## src/rtl/frame_commit_ctrl.sv

```systemverilog
// Write-commit scheduler: buffers register writes and drains them during blanking on commit.
// Optional FRAME_COMMIT_AUTO_EN: the falling edge of v_sync also triggers a commit in IDLE.
module frame_commit_ctrl #(
  parameter int unsigned DEPTH  = 8,
  parameter int unsigned ADDR_W = 4,
  parameter int unsigned DATA_W = 14
) (
  input  logic              clk,
  input  logic              rst,
  input  logic              wr_valid,
  output logic              wr_ready,
  input  logic [ADDR_W-1:0] wr_addr,
  input  logic [DATA_W-1:0] wr_data,
  input  logic              commit_req,
  input  logic              screen_inactive,
  input  logic              v_sync,
  output logic              reg_we,
  output logic [ADDR_W-1:0] reg_addr,
  output logic [DATA_W-1:0] reg_data,
  output logic              busy,
  output logic              commit_done,
  output logic              overflow
);

  localparam int unsigned PtrW = (DEPTH > 1) ? $clog2(DEPTH) : 1;
  localparam int unsigned CntW = PtrW + 1;
  localparam logic [CntW-1:0] DepthCnt = CntW'(DEPTH);

  typedef enum logic [1:0] {
    StIdle,
    StWaitBlank,
    StDrain,
    StDone
  } state_e;

  state_e            state_q, state_d;
  logic [PtrW-1:0]   wr_ptr_q, rd_ptr_q;
  logic [CntW-1:0]   count_q, count_d;
  logic [CntW-1:0]   pend_q, pend_d;
  logic              overflow_q;
  logic              done_empty_q, done_empty_d;
  logic              reg_we_q;
  logic [ADDR_W-1:0] reg_addr_q;
  logic [DATA_W-1:0] reg_data_q;

  logic [ADDR_W-1:0] addr_mem [DEPTH];
  logic [DATA_W-1:0] data_mem [DEPTH];

  logic full;
  logic push;
  logic pop;
  logic trigger;

  assign full = (count_q == DepthCnt);
  assign push = wr_valid && !full;

`ifdef FRAME_COMMIT_AUTO_EN
  logic vs_q;

  // Idle level of the active-low sync is high, so reset never fakes a falling edge.
  always_ff @(posedge clk) begin
    if (rst) begin
      vs_q <= 1'b1;
    end else begin
      vs_q <= v_sync;
    end
  end

  assign trigger = commit_req || (vs_q && !v_sync && (count_q != '0));
`else
  logic unused_v_sync;
  assign unused_v_sync = v_sync;
  assign trigger = commit_req;
`endif

  // Commit sequencing; pend_q limits the drain to entries present at commit time.
  always_comb begin
    state_d      = state_q;
    pend_d       = pend_q;
    pop          = 1'b0;
    done_empty_d = 1'b0;
    unique case (state_q)
      StIdle: begin
        if (trigger) begin
          if (count_q != '0) begin
            state_d = StWaitBlank;
            pend_d  = count_q;
          end else begin
            done_empty_d = 1'b1;
          end
        end
      end
      StWaitBlank: begin
        if (screen_inactive) begin
          state_d = StDrain;
        end
      end
      StDrain: begin
        if (pend_q == '0) begin
          state_d = StDone;
        end else if (screen_inactive) begin
          pop    = 1'b1;
          pend_d = pend_q - CntW'(1);
        end else begin
          state_d = StWaitBlank;
        end
      end
      StDone: begin
        state_d = StIdle;
      end
      default: begin
        state_d = StIdle;
      end
    endcase
  end

  always_comb begin
    count_d = count_q;
    unique case ({push, pop})
      2'b10:   count_d = count_q + CntW'(1);
      2'b01:   count_d = count_q - CntW'(1);
      default: count_d = count_q;
    endcase
  end

  always_ff @(posedge clk) begin
    if (push) begin
      addr_mem[wr_ptr_q] <= wr_addr;
      data_mem[wr_ptr_q] <= wr_data;
    end
  end

  always_ff @(posedge clk) begin
    if (rst) begin
      state_q      <= StIdle;
      wr_ptr_q     <= '0;
      rd_ptr_q     <= '0;
      count_q      <= '0;
      pend_q       <= '0;
      overflow_q   <= 1'b0;
      done_empty_q <= 1'b0;
      reg_we_q     <= 1'b0;
      reg_addr_q   <= '0;
      reg_data_q   <= '0;
    end else begin
      state_q      <= state_d;
      count_q      <= count_d;
      pend_q       <= pend_d;
      done_empty_q <= done_empty_d;
      reg_we_q     <= pop;
      if (wr_valid && full) begin
        overflow_q <= 1'b1;
      end
      if (push) begin
        wr_ptr_q <= wr_ptr_q + PtrW'(1);
      end
      if (pop) begin
        rd_ptr_q   <= rd_ptr_q + PtrW'(1);
        reg_addr_q <= addr_mem[rd_ptr_q];
        reg_data_q <= data_mem[rd_ptr_q];
      end
    end
  end

  assign wr_ready    = !full;
  assign reg_we      = reg_we_q;
  assign reg_addr    = reg_addr_q;
  assign reg_data    = reg_data_q;
  assign busy        = (state_q != StIdle);
  assign commit_done = (state_q == StDone) || done_empty_q;
  assign overflow    = overflow_q;

endmodule

```

## config.mk

```make
export PLATFORM = sky130hd
export DESIGN_NAME = frame_commit_ctrl
export DESIGN_NICKNAME = d
export VERILOG_FILES = /design/src/rtl/frame_commit_ctrl.sv
export SDC_FILE = /design/constraint.sdc
export NUM_CORES = 1
export LEC_CHECK = 0
export CELL_PAD_IN_SITES_DETAIL_PLACEMENT = 1
export CELL_PAD_IN_SITES_GLOBAL_PLACEMENT = 1
export CORE_ASPECT_RATIO = 0.8
export CORE_MARGIN = 8
export CORE_UTILIZATION = 25
export DETAILED_ROUTE_END_ITERATION = 10
export PLACE_DENSITY = 0.5
export SLEW_MARGIN = 40
export SYNTH_ARGS = -nofsm -noshare
export SYNTH_HDL_FRONTEND = slang
export SYNTH_SLANG_ARGS = --single-unit
```

## constraint.sdc

```tcl
create_clock -name clk -period 4.6 [get_ports clk]
set_clock_uncertainty 0.15 [all_clocks]
set_input_delay 0.92 -clock clk [delete_from_list [all_inputs] [get_ports clk]]
set_output_delay 0.92 -clock clk [all_outputs]
set_load 0.03 [all_outputs]
```

## Yosys cells after proc, flatten, opt, wreduce, memory -nomap -nowiden

Memories as Yosys holds them, arrays and structs flattened. A register that Yosys moved wholly into a read port is not among the register bits.
Cells that the tools add are included.

- Memories kept: 2
- ROM bits: 0
- Register bits: 19
- Word-level logic and storage cells: 60
- Input port bits: 24
- Latch bits: 0
- Memory bits (writable): 144
- Output and inout bits: 23

Memory list:

| name | words | bits a word | read ports | clocked after memory_dff | wr ports | line | text |
|---|---|---|---|---|---|---|---|
| data_mem | 8 | 14 | 1 | 1 | 1 | 47 | `logic [DATA_W-1:0] data_mem [DEPTH];` |
| addr_mem | 8 | 4 | 1 | 1 | 1 | 46 | `logic [ADDR_W-1:0] addr_mem [DEPTH];` |

- $mul: 0
- Bitwise operators: 2
- Div/mod/pow operators: 0
- Reduce and logical (&&, ||, !) cells: 13
- Equal/unequal tests: 12
- $add $sub $neg: 5
- Shifts and indexed selects: 0
- Order comparisons: 0
- Muxes and demuxes: 18

Operator list:

| cell | count |
|---|---|
| two-way mux 4 bit | 4 |
| case mux 4 bit (2 select lines) | 2 |
| two-way mux 2 bit | 5 |
| != test 2 bit (second input constant) | 5 |
| case mux 2 bit (4 select lines) | 1 |
| subtractor 4 x 1 -> 4 bit (second input constant) | 2 |
| adder 3 x 1 -> 3 bit (second input constant) | 2 |
| equality test 2 bit (second input constant) | 3 |
| two-way mux 1 bit | 6 |
| nonzero test 2 bit | 3 |
| AND reduction 5 bit | 1 |
| adder 4 x 1 -> 4 bit (second input constant) | 1 |
| equality test 2 x 1 -> 1 bit (second input constant) | 2 |
| equality test 4 bit (second input constant) | 1 |
| logical NOT 4 bit | 1 |
| AND reduction 4 bit | 1 |
| nonzero test 4 bit | 1 |
| != test 3 bit (second input constant) | 1 |
| OR reduction 3 bit | 1 |
| logical AND 1 bit | 2 |
| logical NOT 2 bit | 1 |
| inverter 1 bit | 2 |
| logical NOT 1 bit | 1 |
| logical OR 1 bit | 1 |

## Longest topological paths before layout

Gate-level depths: netlist of run 1.

- Depth after elaboration: 5
- Mapped depth: 14
- Gate-level depth less buffers: 11

## Worst setup path after synthesis of run 1

No wires, ideal clock.

- Path type: register to register
- From: reg count_q[2]
- To: mem addr_mem[0][0], enable pin
- Clock period less this slack: 3595 ps
- Data required time: 4011 ps
- Path buffers: 2
- Arrival time: 3006 ps
- Stages on the path, launching flop included: 6
- Path slack: 1005 ps
- Setup time: 439 ps
- Cells stage by stage: dfxtp_1 > clkbuf_1 > or4b_1 > clkbuf_1 > nand2_2 > nor4_1

- Word-level cells in the longest chain between the ends: 5

RTL lines:

| item | line | text |
|---|---|---|
| start, declared | 38 | `logic [CntW-1:0] count_q, count_d;` |
| start signal, assigned | 147 | `count_q <= count_d;` |
| equality test 4 bit | 54 | `assign full = (count_q == DepthCnt);` |
| logical NOT 1 bit | - |  |
| via wr_ready | 11 | `output logic wr_ready,` |
| logical AND 1 bit | 55 | `assign push = wr_valid && !full;` |
| two-way mux 1 bit | 127 | `if (push) begin` |
| two-way mux 1 bit (implied by the code) | 128 | `addr_mem[wr_ptr_q] <= wr_addr;` |
| end, declared | 46 |  |

The timed path passes the listed nets, and every way through them passes these cells.

## Worst setup path in the final report of run 1

- From: in screen_inactive
- To: reg count_q[2]

- Word-level cells in the longest chain between the ends: 5
- Elaborated cells on any way between the ends: 7

RTL lines:

| item | line | text |
|---|---|---|
| start, declared | 15 | `input logic screen_inactive,` |
| two-way mux 1 bit * | 101 | `end else if (screen_inactive) begin` |
| two-way mux 1 bit * | 99 | `if (pend_q == '0) begin` |
| two-way mux 1 bit * | 82 | `unique case (state_q)` |
| equality test 2 x 1 -> 1 bit / equality test 2 bit (equally long branches) | 119 | `unique case ({push, pop})` |
| case mux 4 bit (2 select lines) / nonzero test 2 bit (equally long branches) | - |  |

Mark *: on every way between the ends. The rest lies on a longest branch, timed or not.
A chain may end at the register's enable or synchronous reset.

==> results of run 1 <==
-- critical path, cell delays in order --
cell	delay [ps]
clkdlybuf4s50_1	550
and3b_1	290
and2_4	430
ha_1	330
xor2_1	170
ha_1	160
a21oi_1	50
xor2_1	170
or3_1	300
a21oi_1	140
-- cells by family (layout without fill, tap and decap cells) --
kind of cell             after synthesis  after routing  share of synthesized area [%]
buffers and inverters                 28             91                           2.02
AO/OA/AOI/OAI                         43             43                           3.93
flip-flops                           181            181                           72.4
adder cells (fa/ha/maj)                6              6                           1.07
AND/OR/NAND/NOR                      100            100                           7.55
XOR/XNOR                               7              7                          0.876
multiplexers                          40             40                           12.2
-- registers in the layout, summed over array words and instances, names as in the netlist --
name / flops
reg_we: 1
rd_ptr_q: 3
wr_ptr_q: 3
reg_data: 14
reg_addr: 4
done_empty_q: 1
overflow: 1
data_mem: 112
state_q: 2
pend_q: 4
count_q: 4
addr_mem: 32
-- cell usage after synthesis (2+ instances only) --
library cell / number
xnor2_1: 2
a21o_1: 2
o22ai_1: 18
o21ai_0: 5
nor2_1: 33
nor3b_1: 2
nand2_1: 6
nor4_1: 3
nor4bb_1: 2
buf_4: 3
nand2b_1: 6
nand3_1: 7
inv_1: 3
xor2_1: 5
or3_1: 2
clkbuf_1: 12
buf_2: 8
buf_6: 2
nor3_1: 24
a211o_1: 2
dfxtp_1: 37
edfxtp_1: 144
mux2i_1: 3
nor2b_1: 3
ha_1: 6
mux4_2: 36
a21oi_1: 8
nand3_2: 2
-- routing by layer --
| layer | GRT usage [%] | routed length (um) |
|---|---|---|
| met2 | 16.1 | 7910 |
| met3 | 3.16 | 630 |
| met1 | 12.7 | 7610 |
| met4 | 2.24 | 110 |
| met5 | 0 | 0 |
-- through the flow --
step	total power [mW]	utilization [%]	cells	setup WS, ps	hold slack [ps]
floorplan	1.94	-	405	1000	313
global placement	2.00	28.7	799	847	298
detailed placement	2.01	28.8	800	828	331
CTS	3.39	30.8	832	1290	344
global route	3.46	30.8	832	1110	362
finish	3.34	30.8	832	1300	337
-- power breakdown --
part / leakage, nW / switching (mW) / total [mW] / internal (mW)
registers: 1.61 / 0.0210 / 1.82 / 1.80
logic: 0.752 / 0.0848 / 0.147 / 0.0625
clock network: 0.255 / 0.618 / 1.37 / 0.750
total: 2.62 / 0.724 / 3.34 / 2.62
-- final cells by class --
class / count / area, sq um
Clock inverter: 10 / 96.3
Tap cell: 364 / 455
Multi-Input combinational cell: 196 / 1820
Fill cell: 2901 / 19000
Sequential cell: 181 / 5070
Timing Repair Buffer: 56 / 546
Clock buffer: 22 / 444
Inverter: 3 / 11.3
-- worst paths after layout --
| check | start | endpoint | slack (ps) | cells after the start |
|---|---|---|---|---|
| worst min-delay path | reg_data[3]$_SDFFE_PP0P_ | reg_data[3]$_SDFFE_PP0P_ | 340 | 2 |
| worst min register to register | reg_data[3]$_SDFFE_PP0P_ | reg_data[3]$_SDFFE_PP0P_ | 340 | 2 |
| worst max-delay path | screen_inactive | count_q[2]$_SDFFE_PP0P_ | 1300 | 10 |
| worst max register to register | pend_q[0]$_SDFFE_PP0P_ | count_q[2]$_SDFFE_PP0P_ | 1620 | 11 |
==> reports/results.ini, run 1 <==
[timing]
relSlewSlack_pct = 60.0
min_period_over_period_pct = 71.7
hold_viol = 0
rsz0062_at_grt = no
timing.fmax_mhz = 303
tightestPinTransition_ps = 599
min_period_ps = 3300
final_max_slew_viol_count = 0
totalNegativeSetupSlack_ps = 0
setup_viol = 0

[floorplan]
rows = 54
initial_core_util_pct = 25.5
die_h_um = 166
dieWidth_um = 203
core_sq_mm = 0.0274
dieArea_sq_mm = 0.0336
io_pins = 47

[yosys]
yosys_register_bits = 181
synth_area_leaders = edfxtp_1, mux4_2, dfxtp_1
netlist.area_leader.share_pct = 61.8
netlist_area_sq_mm = 0.00700
synth_ff_type = edfxtp_1
synth_enable_flop_cells = 144
synth_cells = 405
synth_seq_area_share_pct = 72.4
synth_warnings = 0
synth_largest_area_cell = edfxtp_1
syn_nets = 435
synth-async-reset-ratio_pct = 0
synth_cell_type_count = 47
syn_avg_cell_area_sq_um = 17.3

[grt]
antenna_found_initial = 0
overflow = 0
grt_pass1_wl_um = 25000
grt_pass1_vias = 4209
grt_max_degree = 39
grt_use_total_pct = 9.89

[placed_design]
routabilityCongestion = 0.731
portBuffers = 45
dpl_cell_area_sq_mm = 0.00790
dp_hpwl_um = 9470

[detailed_routing]
ant_nets = 0
post_drt_via_cell_ratio = 4.54
drtIter0Drc = 168
via_count = 3775
firstDrtPassIters = 4
routedWlPerCell_um = 19.5
drc = 0
totalWireLength_um = 16300

[worst_setup_path]
cp_data_required_time_ps = 4810
crit_arrival_ps = 3510
cp_max_fo = 25
endpoint_kind = flop
worstSetupPathType = input pin to flop
cp-start-kind = input pin

[clock_network]
cts_buffers = 17
clock-root-buffer = clkbuf_16
post_cts_buffers = 0
numClockSinks = 181
insertion_delay_ps = 430
ctsResizeCount = 0
htree_levels = 4
cts_tree = yes
postCtsHoldBufs = 0
clk_path_buf_depth = 2
path_clk_slew_ps = 70

[power_and_ir_drop]
peakVddDrop_mv = 0.267
p_leak_nw = 2.62
p_per_area_mw_per_mm2 = 396

[layout]
final_nets = 485
layout_common_cells = edfxtp_1, clkdlybuf4s50_1, mux4_2, dfxtp_1, nor2_1
layout-drive-gt1-share_pct = 18.4
fin_area_sq_mm = 0.00844
final_common_cell = edfxtp_1
syn2layout_area_growth_pct = 20.6
antenna_cells = 0

[run_status]
status = finished clean

[job]
cap_viol_max_count = 0

[worst_hold_path]
hold_path.class = flop to flop

No activity file was read; power rests on OpenSTA's default activity.
==> run 2: changes to the inputs <==
- clock period: 4.6 -> 3.1 ns (I/O delays scaled with it)
==> run 2 against run 1 <==
Core utilization up 0.72 points. Register-to-register slack worse by 1300 ps. Via count up 0.16%. Largest cell class unchanged. Highest routed layer unchanged. Sequential share of layout area down 1.4 points. Design area up 2.3%. Sequential cell count unchanged. Critical endpoint is now wr_ready. Critical path type is now flop to output pin. Sequential power up 48%. Largest power group unchanged.
==> reports/results.ini, run 2 (synthesis gave the netlist of run 1 again) <==
[clock_network]
htree_levels = 4
post_cts_buffers = 0
ctsResizeCount = 0
numClockSinks = 181
insertion_delay_ps = 420
path_clk_slew_ps = 70
clock-root-buffer = clkbuf_16
clk_path_buf_depth = 2
cts_tree = yes
cts_buffers = 17
postCtsHoldBufs = 0

[timing]
hold_viol = 0
relSlewSlack_pct = 60.3
min_period_ps = 2950
holdWs_ps = 329
rsz0062_at_grt = no
timing.fmax_mhz = 339
min_period_over_period_pct = 95.1
final_max_slew_viol_count = 0
setup_viol = 0
tightestPinTransition_ps = 595

[worst_setup_path]
critPathCapture = wr_ready
cp_max_fo = 9
startpoint = count_q[0]$_SDFFE_PP0P_
r2r_setup_slack_ps = 370
cp_data_required_time_ps = 2330
r2r-start = count_q[0]$_SDFFE_PP0P_
worstSetupPathType = flop to output pin
reg2reg_to = count_q[2]$_SDFFE_PP0P_
rr_worst_depth = 9
cp-start-kind = flop
crit_arrival_ps = 2180
endpoint_kind = output pin

[placed_design]
dpl_cell_area_sq_mm = 0.00801
dp_hpwl_um = 9690
post-place-cells = 811
portBuffers = 45
routabilityCongestion = 0.706

[layout]
layout-drive-gt1-share_pct = 21.1
regMostFlops = data_mem
utilization_pct = 31.5
instances_no_fill = 842
largest_register_ffs = 112
antenna_cells = 0
layout_common_cells = edfxtp_1, clkdlybuf4s50_1, mux4_2, dfxtp_1, nor2_1
fin_area_sq_mm = 0.00864
final_nets = 496
final_common_cell = edfxtp_1
syn2layout_area_growth_pct = 23.4

[power_and_ir_drop]
power_frac_seq_pct = 51.5
p_leak_nw = 2.73
comb_power_share_pct = 4.6
p_per_area_mw_per_mm2 = 608
p_clk_share_pct = 43.9
p_int_mw = 4.14
peakVddDrop_mv = 0.392
p_sw_share_pct = 21.1
power_mw = 5.25
p_sw_mw = 1.11

[grt]
overflow = 0
grt_use_total_pct = 10.0
antenna_found_initial = 0
grt_pass1_wl_um = 25400
grt_pass1_vias = 4216
grt_max_degree = 39

[floorplan]
dieWidth_um = 203
rows = 54
dieArea_sq_mm = 0.0336
die_h_um = 166
io_pins = 47
core_sq_mm = 0.0274
initial_core_util_pct = 25.5

[worst_hold_path]
hold_path.class = flop to flop

[detailed_routing]
firstDrtPassIters = 4
drtIter0Drc = 146
drc = 0
ant_nets = 0
totalWireLength_um = 16400
routedWlPerCell_um = 19.5
post_drt_via_cell_ratio = 4.49
via_count = 3781

[job]
cap_viol_max_count = 0

[run_status]
status = finished clean

[run 2: cell types whose count changed in the layout (fill, tap and decap cells not counted), moves of 2 or more]
| cell | previous run | this run |
|---|---|---|
| inv_6 | 4 | 2 |
| clkinv_4 | 1 | 3 |
| buf_4 | 10 | 19 |
| clkbuf_1 | 5 | 0 |
| bufinv_16 | 1 | 4 |
| buf_12 | 1 | 3 |
| clkinvlp_4 | 2 | 0 |
| inv_8 | 0 | 2 |
[run 2: how the worst min path moves through the flow]
| stage | from | to | slack [ps] | cells after the start |
|---|---|---|---|---|
| 2_1_floorplan | pend_q[3]$_SDFFE_PP0P_ | pend_q[3]$_SDFFE_PP0P_ | 310 | 2 |
| 3_3_place_gp | overflow$_SDFFE_PP0P_ | overflow$_SDFFE_PP0P_ | 300 | 2 |
| 3_5_place_dp | overflow$_SDFFE_PP0P_ | overflow$_SDFFE_PP0P_ | 330 | 2 |
| 4_1_cts | overflow$_SDFFE_PP0P_ | overflow$_SDFFE_PP0P_ | 340 | 2 |
| 5_1_grt | reg_data[13]$_SDFFE_PP0P_ | reg_data[13]$_SDFFE_PP0P_ | 360 | 2 |
| 6_report | overflow$_SDFFE_PP0P_ | overflow$_SDFFE_PP0P_ | 330 | 2 |
[run 2: per-layer routing]
layer / track usage (%) / up-vias / share of wire, %
li1: - / 1723 / -
met1: 12.6 / 1991 / 46
met2: 16.9 / 58 / 49
met3: 2.75 / 9 / 4.1
met4: 2.42 / 0 / 0.72
met5: 0 / - / 0
[run 2: cell type report]
cell class	count	area, sq um
clock buffer	17	425
fill	2870	18800
clock inverter	14	199
inverter	3	11.3
multi-input combinational	196	1830
timing repair buffer	67	653
tap	364	455
sequential	181	5070
[run 2: metrics by stage]
step | worst slack [ps] | setup TNS, ps
floorplan | -38.6 | -2080
global placement | 221 | 0
detailed placement | 189 | 0
CTS | 112 | 0
global route | 73.8 | 0
finish | 151 | 0
[run 2: critical path, stage by stage (launching register included)]
cell	delay [ps]
dfxtp_1	420
or4b_1	680
clkdlybuf4s50_1	660
[run 2: power groups by stage]
| stage | registers (mW) | clock network, mW | logic, mW |
|---|---|---|---|
| detailed placement | 2.76 | 0 | 0.245 |
| global placement | 2.75 | 0 | 0.239 |
| CTS | 2.70 | 2.39 | 0.247 |
| finish | 2.70 | 2.31 | 0.240 |
| floorplan | 2.74 | 0 | 0.130 |
| global route | 2.71 | 2.46 | 0.265 |
